**config.mk**
```make
export PLATFORM = sky130hd
export DESIGN_NAME = result_unloader
export DESIGN_NICKNAME = d
export VERILOG_FILES = /design/src/rtl/matmul_pkg.sv /design/src/rtl/result_skid_fifo.sv /design/src/rtl/result_unloader.sv
export SDC_FILE = /design/constraint.sdc
export NUM_CORES = 1
export LEC_CHECK = 0
export ABC_CLOCK_PERIOD_IN_PS = 3690
export CAP_MARGIN = 40
export CORE_MARGIN = 4
export CORE_UTILIZATION = 52
export CTS_CLUSTER_SIZE = 12
export DETAILED_ROUTE_END_ITERATION = 10
export HOLD_SLACK_MARGIN = 0.03
export PLACE_DENSITY = 0.91
export SYNTH_ARGS = -nofsm -noshare
export SYNTH_HDL_FRONTEND = slang
export SYNTH_SLANG_ARGS = --single-unit
```
**constraint.sdc**
```tcl
create_clock -name clk -period 3.69 [get_ports clk]
set_input_delay 0.738 -clock clk [delete_from_list [all_inputs] [get_ports clk]]
set_output_delay 0.738 -clock clk [all_outputs]
set_load 0.1 [all_outputs]
```
**src/rtl/matmul_pkg.sv**
```systemverilog
// Shared types and width helpers for the matrix-multiplier result path.
package matmul_pkg;

  typedef enum logic [1:0] {IDLE, READ, DRAIN} unload_state_t;

  function automatic int acc_width(input int data_width, input int k);
    return 2 * data_width + ((k > 1) ? $clog2(k) : 1);
  endfunction

  // A single-entry C still needs a one-bit address.
  function automatic int addr_width_c(input int m, input int n);
    int w;
    w = $clog2(m * n);
    return (w > 0) ? w : 1;
  endfunction

  function automatic int idx_width(input int extent);
    int w;
    w = $clog2(extent);
    return (w > 0) ? w : 1;
  endfunction

endpackage

```
**src/rtl/result_skid_fifo.sv**
```systemverilog
// Two-entry FIFO carrying a result word plus its row/col/last tags.
module result_skid_fifo #(
  parameter int WIDTH = 8
) (
  input  logic             clk,
  input  logic             rst,
  input  logic             push,
  input  logic [WIDTH-1:0] push_data,
  input  logic             pop,
  output logic [WIDTH-1:0] pop_data,
  output logic             full,
  output logic             empty,
  output logic [1:0]       count
);

  logic [WIDTH-1:0] mem [2];
  logic             wr_ptr;
  logic             rd_ptr;
  logic [1:0]       level;
  logic             do_push;
  logic             do_pop;

  assign empty    = (level == 2'd0);
  assign full     = (level == 2'd2);
  assign count    = level;
  assign pop_data = mem[rd_ptr];
  assign do_pop   = pop && !empty;
  assign do_push  = push && (!full || do_pop);

  always_ff @(posedge clk) begin
    if (rst) begin
      mem[0] <= '0;
      mem[1] <= '0;
      wr_ptr <= 1'b0;
      rd_ptr <= 1'b0;
      level  <= 2'd0;
    end else begin
      if (do_push) begin
        mem[wr_ptr] <= push_data;
        wr_ptr      <= ~wr_ptr;
      end
      if (do_pop)
        rd_ptr <= ~rd_ptr;
      case ({do_push, do_pop})
        2'b10:   level <= level + 2'd1;
        2'b01:   level <= level - 2'd1;
        default: level <= level;
      endcase
    end
  end

endmodule

```
**src/rtl/result_unloader.sv**
```systemverilog
// Streams the M*N accumulator results out of C BRAM port B, row-major, with backpressure.
module result_unloader
  import matmul_pkg::*;
#(
  parameter int DATA_WIDTH   = 16,
  parameter int M            = 3,
  parameter int K            = 3,
  parameter int N            = 3,
  parameter int ACC_WIDTH    = acc_width(DATA_WIDTH, K),
  parameter int ADDR_WIDTH_C = addr_width_c(M, N)
) (
  input  logic                    clk,
  input  logic                    rst,
  input  logic                    start_unload,
  output logic                    busy,
  output logic                    done,
  output logic                    read_en_c,
  output logic [ADDR_WIDTH_C-1:0] read_addr_c,
  input  logic [ACC_WIDTH-1:0]    dout_c,
  output logic                    m_valid,
  input  logic                    m_ready,
  output logic [ACC_WIDTH-1:0]    m_data,
  output logic [idx_width(M)-1:0] m_row,
  output logic [idx_width(N)-1:0] m_col,
  output logic                    m_last
);

  localparam int ROW_W = idx_width(M);
  localparam int COL_W = idx_width(N);
  localparam int TAG_W = ROW_W + COL_W + 1;
  localparam int PAY_W = ACC_WIDTH + TAG_W;
  localparam logic [ADDR_WIDTH_C-1:0] LAST_ADDR = ADDR_WIDTH_C'(M * N - 1);
  localparam logic [COL_W-1:0]        LAST_COL  = COL_W'(N - 1);

  unload_state_t           state, state_next;
  logic [ADDR_WIDTH_C-1:0] ptr;
  logic [ADDR_WIDTH_C-1:0] addr_q;
  logic [ROW_W-1:0]        row_cnt;
  logic [COL_W-1:0]        col_cnt;
  logic                    inflight;
  logic [TAG_W-1:0]        tag_q;
  logic                    issue;
  logic [2:0]              occupancy;

  logic             fifo_pop;
  logic [PAY_W-1:0] fifo_rdata;
  logic             fifo_full;
  logic             fifo_empty;
  logic [1:0]       fifo_count;

  assign occupancy = 3'(fifo_count) + 3'(inflight);

  always_comb begin
    state_next = state;
    done       = 1'b0;
    issue      = 1'b0;
    case (state)
      IDLE: if (start_unload) state_next = READ;
      READ: begin
        // Credit covers the read already in the BRAM pipe, so a push never finds the FIFO full.
        issue = !fifo_full && (occupancy < 3'd2);
        if (issue && ptr == LAST_ADDR) state_next = DRAIN;
      end
      DRAIN: begin
        if (fifo_empty && !inflight) begin
          done       = 1'b1;
          state_next = IDLE;
        end
      end
      default: state_next = IDLE;
    endcase
  end

  assign busy        = (state != IDLE);
  assign read_en_c   = issue;
  assign read_addr_c = issue ? ptr : addr_q;

  always_ff @(posedge clk) begin
    if (rst) begin
      state    <= IDLE;
      ptr      <= '0;
      addr_q   <= '0;
      row_cnt  <= '0;
      col_cnt  <= '0;
      inflight <= 1'b0;
      tag_q    <= '0;
    end else begin
      state    <= state_next;
      inflight <= issue;
      if (state == IDLE && start_unload) begin
        ptr     <= '0;
        row_cnt <= '0;
        col_cnt <= '0;
      end else if (issue) begin
        addr_q <= ptr;
        tag_q  <= {row_cnt, col_cnt, ptr == LAST_ADDR};
        if (ptr != LAST_ADDR) ptr <= ptr + 1'b1;
        if (col_cnt == LAST_COL) begin
          col_cnt <= '0;
          row_cnt <= row_cnt + 1'b1;
        end else begin
          col_cnt <= col_cnt + 1'b1;
        end
      end
    end
  end

  assign fifo_pop = m_valid && m_ready;
  assign m_valid  = !fifo_empty;
  assign {m_data, m_row, m_col, m_last} = fifo_rdata;

  result_skid_fifo #(
    .WIDTH (PAY_W)
  ) u_fifo (
    .clk       (clk),
    .rst       (rst),
    .push      (inflight),
    .push_data ({dout_c, tag_q}),
    .pop       (fifo_pop),
    .pop_data  (fifo_rdata),
    .full      (fifo_full),
    .empty     (fifo_empty),
    .count     (fifo_count)
  );

endmodule

```
==> impl_results.md, run 1 <==
- Synth Flop Type: edfxtp_1
- # resized after CTS: 0
- Gr usage total: between 10% and 20%
- Reg2reg path depth: 6
- Congestion Overflow GR: 0
- Peak VDD IR: roughly 0.43 mV
- Die span in y: 100 um
- LEAKAGE: 2.13 nW
- Share of cells above drive strength 1: approximately 29%
- Storage element area: around 2800 um^2
- Min cycle time layout: between 2 and 3 ns
- P_int: approximately 0.0020 W
- Clock slew seen by the registers of the worst setup and hold paths: about 0.10 ns
- Initial cell density of the core: about 54%
- Mapped Cells: ~330
- Pwr Density: about 640 nW/um^2
- Total clock buffers created by CTS: 9
- Pin count of the biggest net entering global routing: 40
- Die X: ~100 um
- # diodes: 0
- # setup viols final: 0
- DP Wirelength: 5.59 mm
- Area occupied by multi-input gates: about 1500 um^2
- Req. time, crit path: a little under 3 ns
- Distinct cells, synth: 38
- Worst setup SP type: flop
- Mean routed wirelength per cell: 16.1 um
- Root buffer cell: clkbuf_8
- # fillers: between 600 and 700
- Clk Latency, worst-skew pair: between 0.3 and 0.4 ns
- Critical Path Fanout Max: 13
- Slew Limit Fails: 0
- Via-to-Cell Ratio: between 5 and 6
- First-pass DRT Iterations: 5
- RePlAce Congestion: ~0.8
- YS warnings: 0
- # Post-CTS Setup Buffers: 0
- Hold Crit Class: reg2reg
- Synthesis-stage register bit count: 103
- CTS H-tree depth: 3
- 1st-iter DRT viols: between 100 and 150
- Max-cap violations: 0
- CTS Sinks: just over 100
- Final core area utilization: 66.7%
- Antenna Nets Post-Route: 0
- Critical Path End Type: output port
- Switch Pwr: ~0.0015 W
- Combinational power share: 42.3%
- Worst Path Class, Setup: reg2out
- IO buf count: 84
- Sequential fraction of design power: 39.4%
- Worst Tran Pin Value: about 0.73 ns
- Initial antenna violation count: 0
- Clock skew: 0.00905 ns
- Worst-case clock buffer depth: 2
- Vias in the first global route: between 2000 and 3000
- Worst EP arrival: 2.16 ns
- Clk pwr share: 18.3%
- Hold Crit Depth: 2
- Final setup TNS: 0 ns
- Final hold violations: 0
- Hold buffers post-CTS: 0
- Slew headroom: between 50% and 60%
- Placed instance count: ~500
- Post-synthesis sequential area ratio: ~64%
- R2R Path Start: ptr[0]
- CTS tree: yes
- Worst hold path endpoint: tag_q[3]
- Mapped Avg Cell Area: 13.5 um^2
- Area grow syn2layout: 24.2%
- Core area: approximately 8200 um^2
- First-pass GRT wire length: between 10 and 15 mm
- RSZ-0062 raised after global routing: no
- Total power: approximately 0.0035 W
- Drt total wl: between 8 and 9 mm
- I/O Pins: between 80 and 90
- Non-Filler Instances: about 520
- Netlist Area Pre-Place: ~4400 um^2
- Tcrit/Tclk final: a little under 80%
- Sw Share: a little over two fifths
- Rows: 33
- Routed vias: about 2800
- EDFF count, synth: between 70 and 80
- Nets: roughly 450
- Die area: approximately 10000 um^2
- Syn Nets: around 370
- DRC: 0
- Status: finished clean
- F_max: 345 MHz
- Synth async-reset ratio: 0%
- R2r setup slk: between 1.5 and 2 ns
- Reg2reg end: ptr[1]
- Worst Min Path Start: tag_q[3]
[flip-flops by register name, summed over array words and instances, names as in the netlist, named ones only]
name / flops
tag_q: 5
inflight: 1
col_cnt: 2
u_fifo.count: 2
row_cnt: 2
u_fifo.rd_ptr: 1
u_fifo.mem: 78
state: 2
u_fifo.wr_ptr: 1
ptr: 4
addr_q: 4
[critical path: stages, from the launching register on]
cell and delay (ns):
dfxtp_1 0.36, nand2b_4 0.17, or3_4 0.45, inv_2 0.21
mux2_2 0.38, buf_4 0.24
[cells by family (layout without fill, tap and decap cells)]
| family | Yosys count | count (layout) | synth area share (%) |
|---|---|---|---|
| AND/OR/NAND/NOR | 133 | 133 | 17.9 |
| flip-flops | 103 | 103 | 64.4 |
| multiplexers | 44 | 44 | 11.2 |
| buffers and inverters | 21 | 111 | 2.01 |
| AO/OA/AOI/OAI | 17 | 17 | 2.18 |
| XOR/XNOR | 7 | 7 | 1.39 |
| adder cells (fa/ha/maj) | 3 | 3 | 0.851 |
[cell usage after synthesis, types with 2 or more instances]
master / n / area (um^2)
nand3b_1: 2 / 15.0
and2_1: 79 / 494
buf_2: 2 / 10.0
nand2b_1: 2 / 12.5
dfxtp_1: 25 / 500
nor4_1: 3 / 18.8
inv_1: 4 / 15.0
nor3_1: 2 / 10.0
edfxtp_1: 78 / 2340
xor2_1: 2 / 17.5
nor2b_1: 4 / 25.0
a21oi_1: 11 / 55.1
mux2_2: 43 / 484
clkbuf_1: 12 / 45.0
or3_1: 2 / 12.5
nand2_1: 14 / 52.6
nor2_1: 14 / 52.6
o21ai_0: 2 / 10.0
ha_1: 3 / 37.5
or2_2: 2 / 12.5
xnor2_1: 5 / 43.8
[layout by cell type (no fill, tap or decap), types with 2 or more instances in the layout]
cell type and n:
and2_1 79, edfxtp_1 78, nand3b_1 2, buf_4 49, a21oi_1 11, o21ai_0 2, clkinv_2 2, nand2_1 14
or3_1 2, nor4_1 3, xnor2_1 5, nor2_1 14, xor2_1 2, dfxtp_1 24, mux2_2 43, ha_1 3
buf_12 2, nor2b_1 4, nand2b_1 2, clkdlybuf4s50_1 38, inv_1 4, or2_2 2, clkinv_4 2, clkbuf_8 9
[final cells by class]
type / count / area share (%)
timing repair buffer: 90 / 14.7
multi-input combinational: 204 / 27.3
inverter: 5 / 0.343
clock inverter: 7 / 1.10
clock buffer: 9 / 2.26
sequential: 103 / 51.9
tap: 105 / 2.40
[power by group through the flow]
stage          registers (W)  logic [W]  clock network, W
2_1_floorplan        0.00139    0.00121                 0
3_3_place_gp         0.00145    0.00140                 0
3_5_place_dp         0.00141    0.00148                 0
4_1_cts              0.00138    0.00149          0.000656
5_1_grt              0.00139    0.00153          0.000708
6_report             0.00138    0.00148          0.000640
[how the worst max path moves through the flow]
stage | slack, ns | startpoint | endpoint
global route | 0.66 | u_fifo.count[1] | read_addr_c[1]
global placement | 0.92 | m_ready | u_fifo.mem[1][30]
CTS | 0.76 | u_fifo.count[1] | read_addr_c[3]
floorplan | 0.45 | m_ready | u_fifo.mem[0][0]
detailed placement | 1.09 | m_ready | u_fifo.count[1]
finish | 0.79 | u_fifo.count[1] | read_addr_c[0]
[layer usage]
metal | GRT usage (%) | share of wire, % | vias to the layer above
met5 | 0 | 0 | -
met4 | 5.39 | 1.2 | 0
met3 | 3.96 | 6.7 | 11
met2 | 29.7 | 51 | 90
met1 | 22.9 | 41 | 1349
li1 | - | - | 1313
[stage by stage]
stage | setup WS [ns] | instance area, um^2 | hold WS (ns)
floorplan | 0.450 | 4420 | 0.440
global placement | 0.925 | 5240 | 0.451
detailed placement | 1.09 | 5300 | 0.462
CTS | 0.760 | 5480 | 0.477
global route | 0.656 | 5480 | 0.505
finish | 0.790 | 5480 | 0.473
No activity file was read; power rests on OpenSTA's default activity.
==> inputs of run 2 (changes only) <==
--- a/config.mk
+++ b/config.mk
@@ -5,14 +5,14 @@
 export SDC_FILE = /design/constraint.sdc
 export NUM_CORES = 1
 export LEC_CHECK = 0
-export ABC_CLOCK_PERIOD_IN_PS = 3690
+export ABC_CLOCK_PERIOD_IN_PS = 2650
 export CAP_MARGIN = 40
 export CORE_MARGIN = 4
-export CORE_UTILIZATION = 52
+export CORE_UTILIZATION = 47
 export CTS_CLUSTER_SIZE = 12
 export DETAILED_ROUTE_END_ITERATION = 10
 export HOLD_SLACK_MARGIN = 0.03
-export PLACE_DENSITY = 0.91
+export PLACE_DENSITY = 0.87
 export SYNTH_ARGS = -nofsm -noshare
 export SYNTH_HDL_FRONTEND = slang
 export SYNTH_SLANG_ARGS = --single-unit
==> constraint.sdc (replaced) <==
create_clock -name clk -period 2.65 [get_ports clk]
set_input_delay 0.53 -clock clk [delete_from_list [all_inputs] [get_ports clk]]
set_output_delay 0.53 -clock clk [all_outputs]
set_load 0.1 [all_outputs]
==> run 2 against run 1 <==
  * Via count is 1.6% higher
  * Critical path type unchanged
  * Clock skew is 0.0031 ns higher
  * Largest power group unchanged
  * Core utilization shrank 0.56 points
  * Flip-flop and latch count unchanged
==> impl_results.md, run 2 (synthesized netlist as in run 1, its figures left out) <==
- Rows: 35 (+6.1%)
- Antenna Nets Post-Route: 0 (unchanged)
- Critical Path Fanout Max: 12 (-1)
- Worst Path Class, Setup: reg2out
- RSZ-0062 raised after global routing: no
- Die span in y: 105 um (+4.8%)
- Max FFs per register: 78 (unchanged)
- Pin count of the biggest net entering global routing: 40 (unchanged)
- Min cycle time layout: 2.57 ns
- Congestion Overflow GR: 0 (unchanged)
- GRT met2 Usage: 28.4% (-1.2 points)
- Area of placed instances: 5840 um^2 (+10%)
- Worst Tran Pin Value: 0.660 ns (-0.0689 ns)
- Root buffer cell: clkbuf_8
- First-pass GRT wire length: 14.5 mm (+4.2%)
- Sequential fraction of design power: 34.8% (-4.6 points)
- Clock slew seen by the registers of the worst setup and hold paths: 0.09 ns (about the same)
- Combinational power share: 46.1% (+3.8 points)
- Vias in the first global route: 2925 (+4.6%)
- Critical Path End Type: output port
- Hold Crit Class: reg2reg
- Status: finished clean
- Req. time, crit path: 2.12 ns (-0.83 ns)
- Gr usage total: 16.5% (-1.1 points)
- Slew headroom: 55.6% (+4.6 points)
- Worst EP arrival: 2.04 ns (-0.12 ns)
- Worst-case clock buffer depth: 2 (unchanged)
- Met1 GRT Util: 20.5% (-2.4 points)
- Reg2reg end: row_cnt[1]
- Largest registers: u_fifo.mem x78, tag_q x5
- Nets: 455 (+0.22%)
- Biggest register: u_fifo.mem
- Clk pwr share: 19.1% (+0.8 points)
- Share of cells above drive strength 1: 29.4% (+0.41 points)
- Hold buffers post-CTS: 0 (unchanged)
- Drt total wl: 8.91 mm (+5.6%)
- RePlAce Congestion: 0.760 (-3.9%)
- Initial cell density of the core: 48.0% (-5.7 points)
- Total power: 0.00550 W (+57%)
- Reg2reg path depth: 5 (-1)
- Most used routing layer: met2
- Pwr Density: 904 nW/um^2 (+42%)
- 1st-iter DRT viols: 87 (-27%)
- Via-to-Cell Ratio: 5.30 (+0.25%)
- DRC: 0 (unchanged)
- Worst Setup SP: u_fifo.count[0]
- CTS tree: yes
- Switch Pwr: 0.00221 W (+44%)
- Initial antenna violation count: 0 (unchanged)
- Area grow syn2layout: 37.8%
- Commonest non-fill, non-tap cell in the layout: and2_1
- Sw Share: 40.1% (-3.6 points)
- R2R Path Start: u_fifo.count[0]
- P_int: 0.00329 W (+67%)
- Final hold violations: 0 (unchanged)
- Die area: 11000 um^2 (+9.8%)
- First-pass DRT Iterations: 4 (-1)
- Clock skew: 0.0122 ns (+0.00315 ns)
- CTS Sinks: 103 (unchanged)
- I/O Pins: 85 (unchanged)
- Slew Limit Fails: 0 (unchanged)
- DP Wirelength: 5.95 mm (+6.4%)
- F_max: 389 MHz
- Worst setup SP type: flop
- IO buf count: 84 (unchanged)
- Final Cell Area: 6080 um^2 (+11%)
- # diodes: 0 (unchanged)
- Tcrit/Tclk final: a little over nine tenths
- Core area: 9200 um^2 (+12%)
- Clk Latency, worst-skew pair: 0.36 ns (about the same)
- Routed vias: 2807 (+1.6%)
- R2r setup slk: 0.78 ns (-1.04 ns)
- Worst setup path endpoint: read_addr_c[0]
- Total clock buffers created by CTS: 9 (unchanged)
- Commonest non-fill, non-tap cells in the layout: and2_1, edfxtp_1, buf_12
- # setup viols final: 0 (unchanged)
- Max-cap violations: 0 (unchanged)
- CTS H-tree depth: 3 (unchanged)
- Met3 usage: 4.01% (+0.054 points)
- Die X: 105 um (+4.8%)
- Mean routed wirelength per cell: 16.8 um (+4.2%)
- Peak VDD IR: 0.625 mV (+46%)
- LEAKAGE: 2.32 nW (+8.8%)
## run 2: cell types whose count changed in the layout (fill, tap and decap cells not counted), moves of 2 or more
cell / previous run / this run
dfxtp_2: 1 / 3
dfxtp_1: 24 / 22
buf_4: 49 / 8
buf_12: 2 / 45
bufinv_16: 0 / 2
## run 2: final cells by class
cell class                      count  area (um^2)
Fill cell                         651         3120
Sequential cell                   103         2850
Multi-Input combinational cell    204         1500
Timing Repair Buffer               91         1360
Tap cell                          111          139
Clock buffer                       10          128
Clock inverter                      6         85.1
Inverter                            5         26.3
## run 2: what timing repair did
action | CTS | global route
buffers inserted | 0 | 2
cloned | 0 | 0
endpoints found under the setup margin | 4 | 4
gates resized for setup | 1 | 4
pin swaps | 0 | 1
endpoints found under the hold margin | 0 | 0
## run 2: layer usage
metal / wire, um / vias up
met2: 4620 / 94
met1: 3650 / 1386
met4: 108 / 0
met3: 525 / 11
met5: 0 / -
li1: - / 1316
## run 2: worst min-delay path by stage
stage                          start  cells past startpoint  slack (ns)       end
after global placement      tag_q[2]                      2        0.45  tag_q[2]
after floorplan           row_cnt[1]                      2        0.44  tag_q[4]
final                       tag_q[0]                      2        0.47  tag_q[0]
after detailed placement    tag_q[2]                      2        0.46  tag_q[2]
after CTS                 row_cnt[1]                      2        0.47  tag_q[4]
after global routing        tag_q[4]                      2        0.50  tag_q[4]
## run 2: worst max-delay path, stage by stage (launching register included)
cell,delay (ns)
dfxtp_1,0.37
and2_4,0.17
or3_4,0.44
inv_8,0.13
mux2_2,0.38
buf_12,0.17
## run 2: stage by stage
step                utilization, %  instances  setup WS (ns)  hold WS (ns)  setup TNS, ns
floorplan                        -        328        -0.0257         0.440        -0.0257
global placement              63.2        511         0.0528         0.448              0
detailed placement            63.5        512          0.228         0.462              0
CTS                           65.9        528         0.0105         0.474              0
global route                  66.1        530        0.00553         0.502              0
finish                        66.1        530         0.0812         0.473              0
## run 2: power groups by stage
stage                     sequential [W]  clock [W]  combinational, W
after CTS                        0.00191    0.00106           0.00254
final                            0.00191    0.00105           0.00254
after detailed placement         0.00195          0           0.00253
after global routing             0.00193    0.00113           0.00261
after global placement           0.00194          0           0.00250
after floorplan                  0.00193          0           0.00168
==> inputs of run 3 (changes only) <==
--- a/config.mk
+++ b/config.mk
@@ -7,7 +7,6 @@
 export LEC_CHECK = 0
 export ABC_CLOCK_PERIOD_IN_PS = 2650
 export CAP_MARGIN = 40
-export CORE_MARGIN = 4
 export CORE_UTILIZATION = 47
 export CTS_CLUSTER_SIZE = 12
 export DETAILED_ROUTE_END_ITERATION = 10
==> run 3 against run 2 <==
  * Largest cell class unchanged
  * Final cell count down 0.57%
  * Highest routed layer unchanged
  * Routed wire length down 6.8%
  * Count of clock-buffer cells in the layout unchanged
  * Critical path depth unchanged
  * Via count down 2.4%
  * Clock power down 10%
  * Power down 2.4%
  * Global-route usage up 1.8 points
  * Register-to-register slack about the same
  * Setup slack better by 0.0055 ns
  * Sequential share of layout area up 0.36 points
  * Critical endpoint unchanged
  * Clock skew down 0.0060 ns
==> impl_results.md, run 3 (synthesized netlist as in run 1, its figures left out) <==
- Critical Path Fanout Max: 12 (unchanged)
- Core area: 8890 um^2 (-3.3%)
- 1st-iter DRT viols: 160 (+84%)
- Worst hold margin: 0.463 ns (-0.00979 ns)
- I/O Pins: 85 (unchanged)
- Initial antenna violation count: 0 (unchanged)
- Commonest non-fill, non-tap cell in the layout: and2_1
- Min cycle time layout: 2.56 ns (-0.00550 ns)
- Biggest register: u_fifo.mem
- Hold Crit Depth: 2 (unchanged)
- First-pass DRT Iterations: 4 (unchanged)
- First-pass GRT wire length: 13.6 mm (-6.3%)
- DRC: 0 (unchanged)
- # fillers: 616 (-5.4%)
- F_max: 390 MHz (+0.21%)
- P_int: 0.00319 W (-3.1%)
- Share of cells above drive strength 1: 28.6% (-0.72 points)
- # setup viols final: 0 (unchanged)
- Critical Path End Type: output port
- Worst Tran Pin Value: 0.682 ns (+0.0220 ns)
- Drt total wl: 8.30 mm (-6.8%)
- Combinational power share: 46.8% (+0.7 points)
- CTS Sinks: 103 (unchanged)
- # diodes: 0 (unchanged)
- Peak VDD IR: 0.593 mV (-5.1%)
- Placed instance count: 510 (-0.39%)
- Root buffer cell: clkbuf_8
- Worst setup path endpoint: read_addr_c[0]
- Max-cap violations: 0 (unchanged)
- Worst-case clock buffer depth: 2 (unchanged)
- Worst setup SP type: flop
- Status: finished clean
- Pin count of the biggest net entering global routing: 40 (unchanged)
- Reg2reg path depth: 5 (unchanged)
- Clk pwr share: 17.5% (-1.6 points)
- Congestion Overflow GR: 0 (unchanged)
- Final hold violations: 0 (unchanged)
- Area grow syn2layout: 36.6%
- Die span in y: 98.9 um (-5.7%)
- Max FFs per register: 78 (unchanged)
- Switch Pwr: 0.00218 W (-1.4%)
- Mean routed wirelength per cell: 15.8 um (-6.3%)
- DP Wirelength: 5.57 mm (-6.3%)
- Sw Share: 40.5% (+0.43 points)
- LEAKAGE: 2.30 nW (-0.71%)
- Pwr Density: 890 nW/um^2 (-1.6%)
- Non-Filler Instances: 527 (-0.57%)
- Sequential fraction of design power: 35.6% (+0.8 points)
- Slew Limit Fails: 0 (unchanged)
- R2r setup slk: 0.77 ns (about the same)
- Clock slew seen by the registers of the worst setup and hold paths: 0.09 ns (about the same)
- Die X: 98.9 um (-5.7%)
- Hold Crit Class: reg2reg
- RSZ-0062 raised after global routing: no
- CTS tree: yes
- CTS H-tree depth: 3 (unchanged)
- Reg2reg end: row_cnt[1]
- Slew headroom: 54.6% (-1.1 points)
- Antenna Nets Post-Route: 0 (unchanged)
- Clock skew: 0.00618 ns (-0.00603 ns)
- Largest registers: u_fifo.mem x78, tag_q x5
- Worst EP arrival: 2.03 ns (about the same)
- Gr usage total: 18.3% (+1.8 points)
- Commonest non-fill, non-tap cells in the layout: and2_1, edfxtp_1, buf_12
- Rows: 34 (-2.9%)
- Worst Path Class, Setup: reg2out
- Initial cell density of the core: 49.6% (+1.6 points)
- R2R Path Start: inflight
- Req. time, crit path: 2.12 ns (about the same)
- Vias in the first global route: 2761 (-5.6%)
- Routed vias: 2741 (-2.4%)
- Tcrit/Tclk final: 96.7% (-0.21 points)
- Worst Setup SP: inflight
- RePlAce Congestion: 0.788 (+3.8%)
- Total power: 0.00537 W (-2.4%)
- Die area: 9780 um^2 (-11%)
- Total clock buffers created by CTS: 9 (unchanged)
- Nets: 455 (unchanged)
- IO buf count: 84 (unchanged)
- Via-to-Cell Ratio: 5.20 (-1.8%)
- Clk Latency, worst-skew pair: 0.36 ns (about the same)
==> run 3: changes by cell type in the layout (fill, tap and decap cells not counted) <==
cell        delta
inv_6          +1
clkinv_1       +1
dfxtp_2        -2
buf_4          +1
bufinv_16      -1
buf_16         -1
dfxtp_1        +2
clkinvlp_4     -1
==> run 3: power groups by stage <==
stage	logic, W	registers [W]	clock network [W]
after floorplan	0.00168	0.00193	0
after global placement	0.00250	0.00194	0
after detailed placement	0.00251	0.00195	0
after CTS	0.00253	0.00191	0.000969
after global routing	0.00259	0.00193	0.00103
final	0.00251	0.00191	0.000941
==> run 3: repair_timing <==
action,CTS,global route
gates cloned,0,0
pin swaps,0,1
hold buffers,0,0
setup endpoints to repair,4,4
setup buffers,0,1
resized for setup,2,1
==> run 3: area by class of cell <==
| type | instances | area, um^2 | share of cell area (%) |
|---|---|---|---|
| Sequential cell | 103 | 2840 | 47.2 |
| Clock buffer | 10 | 128 | 2.12 |
| Multi-Input combinational cell | 204 | 1500 | 24.8 |
| Timing Repair Buffer | 91 | 1340 | 22.2 |
| Clock inverter | 6 | 60.1 | 0.996 |
| Inverter | 5 | 26.3 | 0.436 |
| Tap cell | 108 | 135 | 2.24 |
==> run 3: per-layer routing <==
layer | wire [um] | up-vias | track usage (%) | part of all wire [%]
li1 | - | 1314 | - | -
met4 | 108 | 0 | 5.17 | 1.3
met1 | 3560 | 1324 | 23.0 | 43
met2 | 4170 | 87 | 31.0 | 50
met5 | 0 | - | 0 | 0
met3 | 465 | 16 | 5.11 | 5.6
==> run 3: critical path, stage by stage (launching register included) <==
cell     delay [ns]
dfxtp_1        0.38
and2_4         0.20
or3_4          0.42
inv_8          0.12
mux2_2         0.38
buf_12         0.18
==> run 3: how the worst min path moves through the flow <==
stage | start | endpoint | slack, ns
6_report | tag_q[3] | tag_q[3] | 0.46
5_1_grt | tag_q[3] | tag_q[3] | 0.50
4_1_cts | tag_q[3] | tag_q[3] | 0.47
3_5_place_dp | tag_q[3] | tag_q[3] | 0.45
3_3_place_gp | tag_q[0] | tag_q[0] | 0.45
2_1_floorplan | row_cnt[1] | tag_q[4] | 0.44
==> run 3: per-stage QoR <==
stage,instance area [um^2],utilization [%],worst slack (ns),setup TNS [ns]
after floorplan,4420,-,-0.0257,-0.0257
after global placement,5830,65.5,0.291,0
after detailed placement,5830,65.5,0.262,0
after CTS,6020,67.7,0.0222,0
after global routing,6030,67.8,0.00893,0
final,6030,67.8,0.0867,0
